<file path="config.mk">
export PLATFORM = sky130hd
export DESIGN_NAME = ghost_controller_flat
export DESIGN_NICKNAME = d
export VERILOG_FILES = /design/src/rtl/ghost_controller_if.sv /design/src/rtl/ghost_controller.sv /design/src/flat_wrapper.sv
export SDC_FILE = /design/constraint.sdc
export NUM_CORES = 1
export LEC_CHECK = 0
export ABC_CLOCK_PERIOD_IN_PS = 11700
export BUFFER_PORTS_ARGS = -buffer_cell sky130_fd_sc_hd__buf_2
export CAP_MARGIN = 5
export CORE_UTILIZATION = 57
export DETAILED_ROUTE_END_ITERATION = 10
export PLACE_DENSITY = 0.77
export SLEW_MARGIN = 40
export SYNTH_ARGS = -nofsm -noshare
export SYNTH_HDL_FRONTEND = slang
export SYNTH_SLANG_ARGS = --single-unit
</file>
<file path="constraint.sdc">
create_clock -name clk -period 11.7 [get_ports clk]
set_clock_uncertainty 0.1 [all_clocks]
set_input_delay 2.34 -clock clk [delete_from_list [all_inputs] [get_ports clk]]
set_output_delay 2.34 -clock clk [all_outputs]
set_load 0.005 [all_outputs]
</file>
<file path="src/rtl/ghost_controller_if.sv">
// Maze wall-lookup bus between the ghost controller (master) and the maze map (slave).
interface ghost_controller_if;
  logic       query_req;
  logic [4:0] query_x;
  logic [4:0] query_y;
  logic       query_wall;

  modport master (output query_req, output query_x, output query_y, input query_wall);
  modport slave  (input query_req, input query_x, input query_y, output query_wall);
endinterface

</file>
<file path="src/rtl/ghost_controller.sv">
// Tile-grid chase engine for one ghost: probes up to four neighbour tiles per tick,
// steps onto the first clear one, and latches a sticky gameover on collision.
module ghost_controller #(
  parameter int unsigned COLS    = 25,
  parameter int unsigned ROWS    = 22,
  parameter int unsigned START_X = 12,
  parameter int unsigned START_Y = 10
) (
  input  logic               clk,
  input  logic               reset_n,
  input  logic               tick,
  input  logic [4:0]         pac_x,
  input  logic [4:0]         pac_y,
  ghost_controller_if.master maze,
  output logic [4:0]         ghost_x,
  output logic [4:0]         ghost_y,
  output logic [1:0]         dir,
  output logic               busy,
  output logic               gameover
);

  localparam int unsigned TW = 5;
  localparam int unsigned NW = TW + 1;

  localparam logic [2:0] S_IDLE  = 3'd0;
  localparam logic [2:0] S_PROBE = 3'd1;
  localparam logic [2:0] S_CHECK = 3'd2;
  localparam logic [2:0] S_MOVE  = 3'd3;
  localparam logic [2:0] S_DEAD  = 3'd4;

  localparam logic [1:0] D_RIGHT = 2'd0;
  localparam logic [1:0] D_LEFT  = 2'd1;
  localparam logic [1:0] D_DOWN  = 2'd2;
  localparam logic [1:0] D_UP    = 2'd3;

  // Direction of the k-th candidate; flipping bit 0 gives the opposite direction.
  function automatic logic [1:0] cand_dir(input logic [TW-1:0] tx, input logic [TW-1:0] ty,
                                          input logic [TW-1:0] gx, input logic [TW-1:0] gy,
                                          input logic [1:0] k);
    logic [NW-1:0] dx, dy, ax, ay;
    logic [1:0]    h, v, d;
    dx = {1'b0, tx} - {1'b0, gx};
    dy = {1'b0, ty} - {1'b0, gy};
    ax = dx[NW-1] ? (NW'(0) - dx) : dx;
    ay = dy[NW-1] ? (NW'(0) - dy) : dy;
    h  = (tx > gx) ? D_RIGHT : D_LEFT;
    v  = (ty > gy) ? D_DOWN  : D_UP;
    if (ax >= ay) begin
      case (k)
        2'd0:    d = h;
        2'd1:    d = v;
        2'd2:    d = v ^ 2'd1;
        default: d = h ^ 2'd1;
      endcase
    end else begin
      case (k)
        2'd0:    d = v;
        2'd1:    d = h;
        2'd2:    d = h ^ 2'd1;
        default: d = v ^ 2'd1;
      endcase
    end
    return d;
  endfunction

  // Neighbour tile widened by one bit so that stepping below 0 shows up as out of range.
  function automatic logic [2*NW-1:0] neighbour(input logic [TW-1:0] gx, input logic [TW-1:0] gy,
                                                input logic [1:0] d);
    logic [NW-1:0] nx, ny;
    nx = {1'b0, gx};
    ny = {1'b0, gy};
    case (d)
      D_RIGHT: nx = nx + NW'(1);
      D_LEFT:  nx = nx - NW'(1);
      D_DOWN:  ny = ny + NW'(1);
      default: ny = ny - NW'(1);
    endcase
    return {nx, ny};
  endfunction

  logic [2:0]    r_state, w_state_n;
  logic [1:0]    r_k, w_k_n;
  logic [TW-1:0] r_tx, r_ty, r_gx, r_gy;
  logic [1:0]    r_dir;
  logic          r_busy, r_gameover, r_qreq;
  logic [TW-1:0] r_qx, r_qy;

  logic          w_collide, w_go_n, w_latch, w_move;
  logic [TW-1:0] w_tx, w_ty;
  logic [1:0]    w_cdir, w_ndir;
  logic [NW-1:0] w_cnx, w_cny, w_nnx, w_nny;
  logic          w_coob, w_noob, w_qreq_n;

  // Current candidate (for PROBE/MOVE) and the candidate the next cycle will probe.
  always_comb begin
    w_collide = (r_gx == pac_x) && (r_gy == pac_y);
    w_go_n    = r_gameover | w_collide;
    w_latch   = (r_state == S_IDLE) && tick;
    w_tx      = w_latch ? pac_x : r_tx;
    w_ty      = w_latch ? pac_y : r_ty;
    w_cdir    = cand_dir(r_tx, r_ty, r_gx, r_gy, r_k);
    {w_cnx, w_cny} = neighbour(r_gx, r_gy, w_cdir);
    w_coob    = (w_cnx >= NW'(COLS)) || (w_cny >= NW'(ROWS));
  end

  // Next-state logic; a collision overrides every other transition.
  always_comb begin
    w_state_n = r_state;
    w_k_n     = r_k;
    w_move    = 1'b0;
    case (r_state)
      S_IDLE: begin
        if (tick) begin
          w_state_n = S_PROBE;
          w_k_n     = 2'd0;
        end
      end
      S_PROBE: begin
        if (!w_coob) begin
          w_state_n = S_CHECK;
        end else if (r_k == 2'd3) begin
          w_state_n = S_IDLE;
          w_k_n     = 2'd0;
        end else begin
          w_k_n = r_k + 2'd1;
        end
      end
      S_CHECK: begin
        if (!maze.query_wall) begin
          w_state_n = S_MOVE;
        end else if (r_k != 2'd3) begin
          w_state_n = S_PROBE;
          w_k_n     = r_k + 2'd1;
        end else begin
          w_state_n = S_IDLE;
          w_k_n     = 2'd0;
        end
      end
      S_MOVE: begin
        w_move    = 1'b1;
        w_state_n = S_IDLE;
        w_k_n     = 2'd0;
      end
      S_DEAD:  w_state_n = S_DEAD;
      default: begin
        w_state_n = S_IDLE;
        w_k_n     = 2'd0;
      end
    endcase
    if (w_go_n) begin
      w_state_n = S_DEAD;
      w_move    = 1'b0;
    end
  end

  // Lookup strobe is registered, so it is precomputed from the candidate of the next state.
  always_comb begin
    w_ndir = cand_dir(w_tx, w_ty, r_gx, r_gy, w_k_n);
    {w_nnx, w_nny} = neighbour(r_gx, r_gy, w_ndir);
    w_noob   = (w_nnx >= NW'(COLS)) || (w_nny >= NW'(ROWS));
    w_qreq_n = (w_state_n == S_PROBE) && !w_noob;
  end

  always_ff @(posedge clk or negedge reset_n) begin
    if (!reset_n) begin
      r_state    <= S_IDLE;
      r_k        <= 2'd0;
      r_tx       <= '0;
      r_ty       <= '0;
      r_gx       <= TW'(START_X);
      r_gy       <= TW'(START_Y);
      r_dir      <= D_RIGHT;
      r_busy     <= 1'b0;
      r_gameover <= 1'b0;
      r_qreq     <= 1'b0;
      r_qx       <= '0;
      r_qy       <= '0;
    end else begin
      r_state    <= w_state_n;
      r_k        <= w_k_n;
      r_gameover <= w_go_n;
      r_busy     <= (w_state_n != S_IDLE) && (w_state_n != S_DEAD);
      r_qreq     <= w_qreq_n;
      r_qx       <= w_qreq_n ? w_nnx[TW-1:0] : '0;
      r_qy       <= w_qreq_n ? w_nny[TW-1:0] : '0;
      if (w_latch) begin
        r_tx <= pac_x;
        r_ty <= pac_y;
      end
      if (w_move) begin
        r_gx  <= w_cnx[TW-1:0];
        r_gy  <= w_cny[TW-1:0];
        r_dir <= w_cdir;
      end
    end
  end

  assign ghost_x        = r_gx;
  assign ghost_y        = r_gy;
  assign dir            = r_dir;
  assign busy           = r_busy;
  assign gameover       = r_gameover;
  assign maze.query_req = r_qreq;
  assign maze.query_x   = r_qx;
  assign maze.query_y   = r_qy;

endmodule

</file>
<file path="src/flat_wrapper.sv">
// flat-port wrapper written by rule: the top's interface ports become plain ports
module ghost_controller_flat 
#(
  parameter int unsigned COLS    = 25,
  parameter int unsigned ROWS    = 22,
  parameter int unsigned START_X = 12,
  parameter int unsigned START_Y = 10
)
  (clk, reset_n, tick, pac_x, pac_y, ghost_x, ghost_y, dir, busy, gameover, maze_query_req, maze_query_x, maze_query_y, maze_query_wall);
  ghost_controller_if maze_i ();
  input  logic clk;
  input  logic reset_n;
  input  logic tick;
  input  logic [4:0] pac_x;
  input  logic [4:0] pac_y;
  output logic [4:0] ghost_x;
  output logic [4:0] ghost_y;
  output logic [1:0] dir;
  output logic busy;
  output logic gameover;
  output wire logic [$bits(maze_i.query_req)-1:0] maze_query_req;
  output wire logic [$bits(maze_i.query_x)-1:0] maze_query_x;
  output wire logic [$bits(maze_i.query_y)-1:0] maze_query_y;
  input wire logic [$bits(maze_i.query_wall)-1:0] maze_query_wall;
  assign maze_query_req = maze_i.query_req;
  assign maze_query_x = maze_i.query_x;
  assign maze_query_y = maze_i.query_y;
  assign maze_i.query_wall = maze_query_wall;
  ghost_controller #(.COLS(COLS), .ROWS(ROWS), .START_X(START_X), .START_Y(START_Y)) u_core (.clk(clk), .reset_n(reset_n), .tick(tick), .pac_x(pac_x), .pac_y(pac_y), .maze(maze_i), .ghost_x(ghost_x), .ghost_y(ghost_y), .dir(dir), .busy(busy), .gameover(gameover));
endmodule
</file>
### Word level (Yosys, flattened, before mapping)

Cells that the tools add are included.

| operators by class | value |
|---|---|
| $add $sub $neg | 13 |
| magnitude comparators | 10 |
| eq/ne operators | 18 |
| muxes and demuxes | 37 |
| bitwise operators | 5 |
| reduce and logical (&&, ||, !) cells | 15 |

Operators with widths:

| kind | number |
|---|---|
| 6-bit one-hot mux with 2 select lines | 4 |
| 6-bit by 5-bit greater-or-equal comparator with 1-bit output, second input constant | 4 |
| 6-bit 2-to-1 mux | 4 |
| 2-bit one-hot mux with 3 select lines | 4 |
| 1-bit by 6-bit subtractor with 6-bit output, first input constant | 4 |
| 5-bit by 5-bit subtractor with 6-bit output | 4 |
| 5-bit > comparator | 4 |
| 5-bit 2-to-1 mux | 4 |
| 3-bit 2-to-1 mux | 5 |
| 2-bit 2-to-1 mux | 7 |
| 5-bit by 1-bit adder with 6-bit output, second input constant | 2 |
| 6-bit greater-or-equal comparator | 2 |
| 3-bit one-hot mux with 4 select lines | 1 |
| 5-bit by 1-bit subtractor with 6-bit output, second input constant | 2 |
| 2-bit == test, second input constant | 5 |
| 5-bit == test | 2 |
| 2-bit by 1-bit == test with 1-bit output, second input constant | 4 |
| 2-bit logical NOT | 4 |
| 2-bit one-hot mux with 4 select lines | 1 |
| 1-bit 2-to-1 mux | 7 |
| 3-bit by 1-bit == test with 1-bit output, second input constant | 2 |
| 3-bit by 2-bit == test with 1-bit output, second input constant | 2 |
| 1-bit logical AND | 4 |
| 1-bit inverter | 4 |
| other kinds (10) | 12 |

| word-level totals | value |
|---|---|
| bits in registers | 40 |
| input bits | 14 |
| output and inout port bits | 25 |
| word-level logic and storage cells | 110 |

### Depth between registers and ports, before layout

| logic depth | value |
|---|---|
| word-level depth | 23 |
| depth in mapped cells | 33 |
| mapped depth without buffers | 31 |

### Worst setup path after synthesis

No wires, ideal clock.

| timing path | value |
|---|---|
| kind | input-to-reg |
| from | input port tick |
| to | register u_core.r_qy[2] (netlist: u_core.maze.query_y[2]) |
| setup time | 0.080 ns |
| arrival time | 6.878 ns |
| data required time | 11.520 ns |
| setup slack | 4.642 ns |
| stages | 23 |
| path buffers | 3 |
| path through | and3_1 clkbuf_1 clkbuf_1 nor2_1 a21oi_1 ha_1 inv_1 fa_1 inv_1 ha_1 mux2_2 ha_1 a21o_1 a21o_1 a21oi_1 o21ai_1 or2_1 mux4_2 o22a_1 o211ai_1 o2111ai_2 buf_6 nor3b_2 |

| on the way | value |
|---|---|
| cells in the longest elaborated chain, start to end | 15 |
| elaborated cells on any way between the ends | 40 |
| classes of those cells | add/sub: 4; order compare: 5; eq/ne: 5; mux: 17; bitwise: 2; reduce/logical: 7 |

RTL lines:

| item | line | text |
|---|---|---|
| from (decl) | flat_wrapper.sv:13 | `input logic tick;` |
| 1-bit logical AND | ghost_controller.sv:98 | `w_latch = (r_state == S_IDLE) && tick;` |
| 5-bit 2-to-1 mux (on tied branches) | ghost_controller.sv:99, ghost_controller.sv:100 |  |
| 5-bit by 5-bit subtractor with 6-bit output (tied with other cells) | ghost_controller.sv:42 | `dx = {1'b0, tx} - {1'b0, gx};` |
| 1-bit by 6-bit subtractor with 6-bit output (tied with other cells) | ghost_controller.sv:44 | `ax = dx[NW-1] ? (NW'(0) - dx) : dx;` |
| 6-bit 2-to-1 mux (tied with other cells) | ghost_controller.sv:44 |  |
| 6-bit greater-or-equal comparator (tied with other cells) | ghost_controller.sv:48 | `if (ax >= ay) begin` |
| 2-bit 2-to-1 mux | ghost_controller.sv:48 |  |
| 2-bit by 1-bit == test with 1-bit output or 2-bit logical NOT (tied branches) | ghost_controller.sv:72 | `case (d)` |
| 2-bit OR reduction (no source line) | - |  |
| 6-bit one-hot mux with 2 select lines | ghost_controller.sv:72 |  |
| 6-bit by 5-bit greater-or-equal comparator with 1-bit output | ghost_controller.sv:160 | `w_noob = (w_nnx >= NW'(COLS)) \|\| (w_nny >= NW'(ROWS));` |
| 1-bit logical OR | ghost_controller.sv:160 |  |
| 1-bit logical NOT | ghost_controller.sv:161 | `w_qreq_n = (w_state_n == S_PROBE) && !w_noob;` |
| 1-bit logical AND | ghost_controller.sv:161 |  |
| 5-bit 2-to-1 mux * | ghost_controller.sv:185 | `r_qy <= w_qreq_n ? w_nny[TW-1:0] : '0;` |
| to (signal assigned) | ghost_controller.sv:185 |  |
| to (decl) | ghost_controller.sv:86 | `logic [TW-1:0] r_qx, r_qy;` |

Mark *: on every way between the ends. The rest lies on a longest branch, timed or not.
A chain may end at the register's enable or synchronous reset.

### Final worst setup path

| timing path | value |
|---|---|
| from | register u_core.r_gy[1] (netlist: u_core.ghost_y[1]) |
| to | register u_core.r_qy[1] (netlist: u_core.maze.query_y[1]) |

| on the way | value |
|---|---|
| cells in the longest elaborated chain, start to end | 23 |
| elaborated cells on any way between the ends | 55 |
| classes of those cells | add/sub: 6; order compare: 8; eq/ne: 8; mux: 20; bitwise: 3; reduce/logical: 10 |

RTL lines:

| item | line | text |
|---|---|---|
| from (decl) | ghost_controller.sv:83 | `logic [TW-1:0] r_tx, r_ty, r_gx, r_gy;` |
| from (signal assigned) | ghost_controller.sv:171 | `r_gy <= TW'(START_Y);` |
| from (signal assigned) | ghost_controller.sv:192 | `r_gy <= w_cny[TW-1:0];` |
| 5-bit by 5-bit subtractor with 6-bit output or 5-bit > comparator (tied branches) | ghost_controller.sv:43, ghost_controller.sv:47 |  |
| 1-bit by 6-bit subtractor with 6-bit output or 1-bit 2-to-1 mux (tied branches) | ghost_controller.sv:45, ghost_controller.sv:47 |  |
| 6-bit 2-to-1 mux or 1-bit inverter (tied branches) | - |  |
| 6-bit greater-or-equal comparator (tied with other cells) | ghost_controller.sv:48 |  |
| 2-bit 2-to-1 mux | ghost_controller.sv:48 |  |
| 2-bit by 1-bit == test with 1-bit output or 2-bit logical NOT (tied branches) | ghost_controller.sv:72 |  |
| 2-bit OR reduction (no source line) | - |  |
| 6-bit one-hot mux with 2 select lines | ghost_controller.sv:72 |  |
| [... 4 more ...] | - |  |
| net u_core.w_k_n[1] | ghost_controller.sv:82 | `logic [1:0] r_k, w_k_n;` |
| [... 3 more ...] | - |  |
| 2-bit by 1-bit == test with 1-bit output or 2-bit logical NOT (tied branches) | ghost_controller.sv:72 |  |
| 2-bit OR reduction (no source line) | - |  |
| 6-bit one-hot mux with 2 select lines | ghost_controller.sv:72 |  |
| 6-bit by 5-bit greater-or-equal comparator with 1-bit output | ghost_controller.sv:160 |  |
| 1-bit logical OR | ghost_controller.sv:160 |  |
| 1-bit logical NOT | ghost_controller.sv:161 |  |
| 1-bit logical AND | ghost_controller.sv:161 |  |
| 5-bit 2-to-1 mux * | ghost_controller.sv:185 |  |

Mark *: on every way through the listed nets, which the timed path passes. The rest lies on a longest branch.

==> metrics.cfg <==
[global_routing]
grt_use_total=0.294
grt_pass1_wl_um=19500
grt_overflow=0
antenna_found_initial=0
grt_pass1_vias=3969
grt_max_degree=41

[drt]
ant_nets=0
drc_errors=0
drt_pass1_iterations=5
drt_iter0_drc=349
via_per_inst=6.27
wl_um=12000
vias=4082
drt-wirelength-per-cell_um=18.4

[synthesis]
syn_nets=586
synth_top_flop_cell=dfrtp_1
ys_warn_count=0
synthDistinctLibCells=69
synth_area_mm2=0.00460
synth_edf_count=0
ys_ff_latch=40
ys_seq_area_frac=0.219
synthArstFlopShare=1.00
postSynthAreaPerCell_um2=8.84
syn_inst=520

[sta]
setup_violations=0
post-route-period-util=0.729
hold_viol=0
fmax_mhz=117
slew-limit-headroom=0.495
whs_ns=0.402
rsz0062_at_grt=false
period_needed_ns=8.53
setup_tns_ns=0
tightest_slew_ns=0.755
worst_slack_ns=3.17
slew_violations=0

[run_status]
status=finished, final reports clean

[floorplanning]
row_count=32
die_w_um=91.8
io_pins=39
core_mm2=0.00777
die_h_um=91.8
design.die.area_mm2=0.00843
start_util=0.592

[critical_path]
critPathMostFrequentCell=ha_1
slowest_delay_ns=0.65
r2r-start=u_core.ghost_y[1]
end_kind=flip-flop
setup.worst_path.start=u_core.ghost_y[1]
critPathMaxFanout=12
r2r_setup_slack_ns=3.17
path_buf_inv=1
cp_slowest_cell=dfstp_2
crit_type=flip-flop to flip-flop
worstReg2RegEnd=u_core.maze.query_y[1]
reg2reg_depth=28
critical_path.top_delay_family=compound AO/OA/AOI/OAI gates
worstPathRequired_ns=11.82
cp-start-kind=flip-flop
crit_arrival_ns=8.65

[clocking]
cts_made_buffers=5
clock-sinks=40
clock_latency_ns=0.31
cts_tree=built
hold_buffers=0
ctsResizeCount=0
clkSlewWorstSetupHoldPaths_ns=0.09
root_buffer=clkbuf_8
cts_htree_levels=2
postCtsSetupBuffers=0
clockBufferDepth=2

[layout]
finalNetCount=614
drive_gt1_frac=0.180
syn_to_final_growth_pct=8.05
fillers=671
final_common_cell=ha_1
antenna_cells=0
final_cell_mix=ha_1, buf_2, dfrtp_1, nor2_1

[min_path]
min_path_type=flip-flop to flip-flop
holdPathEnd=u_core.dir[1]
hold_depth=1
min_from=u_core.dir[1]

[placement]
dp_hpwl_um=9470
gp_congestion=0.972
io_buffer_count=38
pre_cts_ws_ns=3.34

[flow_run]
drv_cap=0

## cell type report
class	instances	area [um^2]	share of cell area
timing repair buffer	38	193	0.0388
clock inverter	1	30.0	0.00604
sequential	40	1010	0.202
multi-input combinational	429	3390	0.682
clock buffer	7	96.3	0.0194
tap	102	128	0.0257
inverter	34	128	0.0257
## layer usage
metal / part of all wire / track usage / vias up
met5: 0 / 0 / -
met4: 0.024 / 0.108 / 0
met3: 0.070 / 0.0448 / 29
met2: 0.45 / 0.464 / 182
met1: 0.45 / 0.407 / 1928
li1: - / - / 1943
## sequential cells by signal (all words and copies together), names as in the netlist, 3 cells and up
signal,count
u_core.ghost_y,5
u_core.ghost_x,5
u_core.r_tx,5
u_core.r_ty,5
u_core.maze.query_x,5
u_core.r_state,3
u_core.maze.query_y,5
## worst max path at each step
stage | endpoint | slack [ns] | cells after the start
5_1_grt | u_core.maze.query_y[1] | 2.71 | 29
3_3_place_gp | u_core.maze.query_y[1] | 3.51 | 27
4_1_cts | u_core.maze.query_y[1] | 3.30 | 27
6_report | u_core.maze.query_y[1] | 3.17 | 28
3_5_place_dp | u_core.maze.query_y[1] | 3.34 | 27
2_1_floorplan | u_core.maze.query_y[2] | 4.64 | 23
## synth_stat cells, types with 6 or more instances
master / n / area [um^2]
ha_1: 48 / 601
dfrtp_1: 36 / 901
nor2_1: 34 / 128
inv_1: 33 / 124
xnor2_1: 33 / 289
nand3_1: 28 / 140
a21oi_1: 25 / 125
o21ai_0: 21 / 105
xor2_1: 20 / 175
nand2_1: 17 / 63.8
mux2i_1: 15 / 150
a21o_1: 14 / 105
nand2b_1: 14 / 87.6
nor2b_1: 13 / 81.3
clkbuf_1: 12 / 45.0
mux2_2: 10 / 113
nor3_1: 9 / 45.0
o21ai_1: 8 / 40.0
and3_1: 7 / 43.8
or3_1: 6 / 37.5
## worst reg2reg max path, delay by kind of cell (launching register included)
| kind | cells | cell delay [ns] |
|---|---|---|
| compound gates | 13 | 2.99 |
| simple gates | 9 | 2.45 |
| fa+ha+maj | 3 | 0.92 |
| flops | 1 | 0.65 |
| xor+xnor | 1 | 0.60 |
| mux | 1 | 0.49 |
| buf+inv | 1 | 0.23 |
## cell families (layout without fill, tap and decap cells)
group / Yosys count / count (layout) / share of synthesized area
mux: 35 / 35 / 0.0933
compound gates: 124 / 124 / 0.191
xor+xnor: 53 / 53 / 0.101
fa+ha+maj: 52 / 52 / 0.148
buf+inv: 51 / 80 / 0.0449
flops: 40 / 40 / 0.219
simple gates: 165 / 165 / 0.203
## stage by stage
step	instance area, um^2	cells	util
final	4970	651	0.640
after global routing	4970	651	0.640
after CTS	4970	651	0.639
after detailed placement	4840	643	0.623
after global placement	4840	643	0.623
after floorplan	4600	520	-
Power is left out: the tool's default activity adds up to more than one toggle a clock period on the data nets, which glitch-free logic cannot reach.
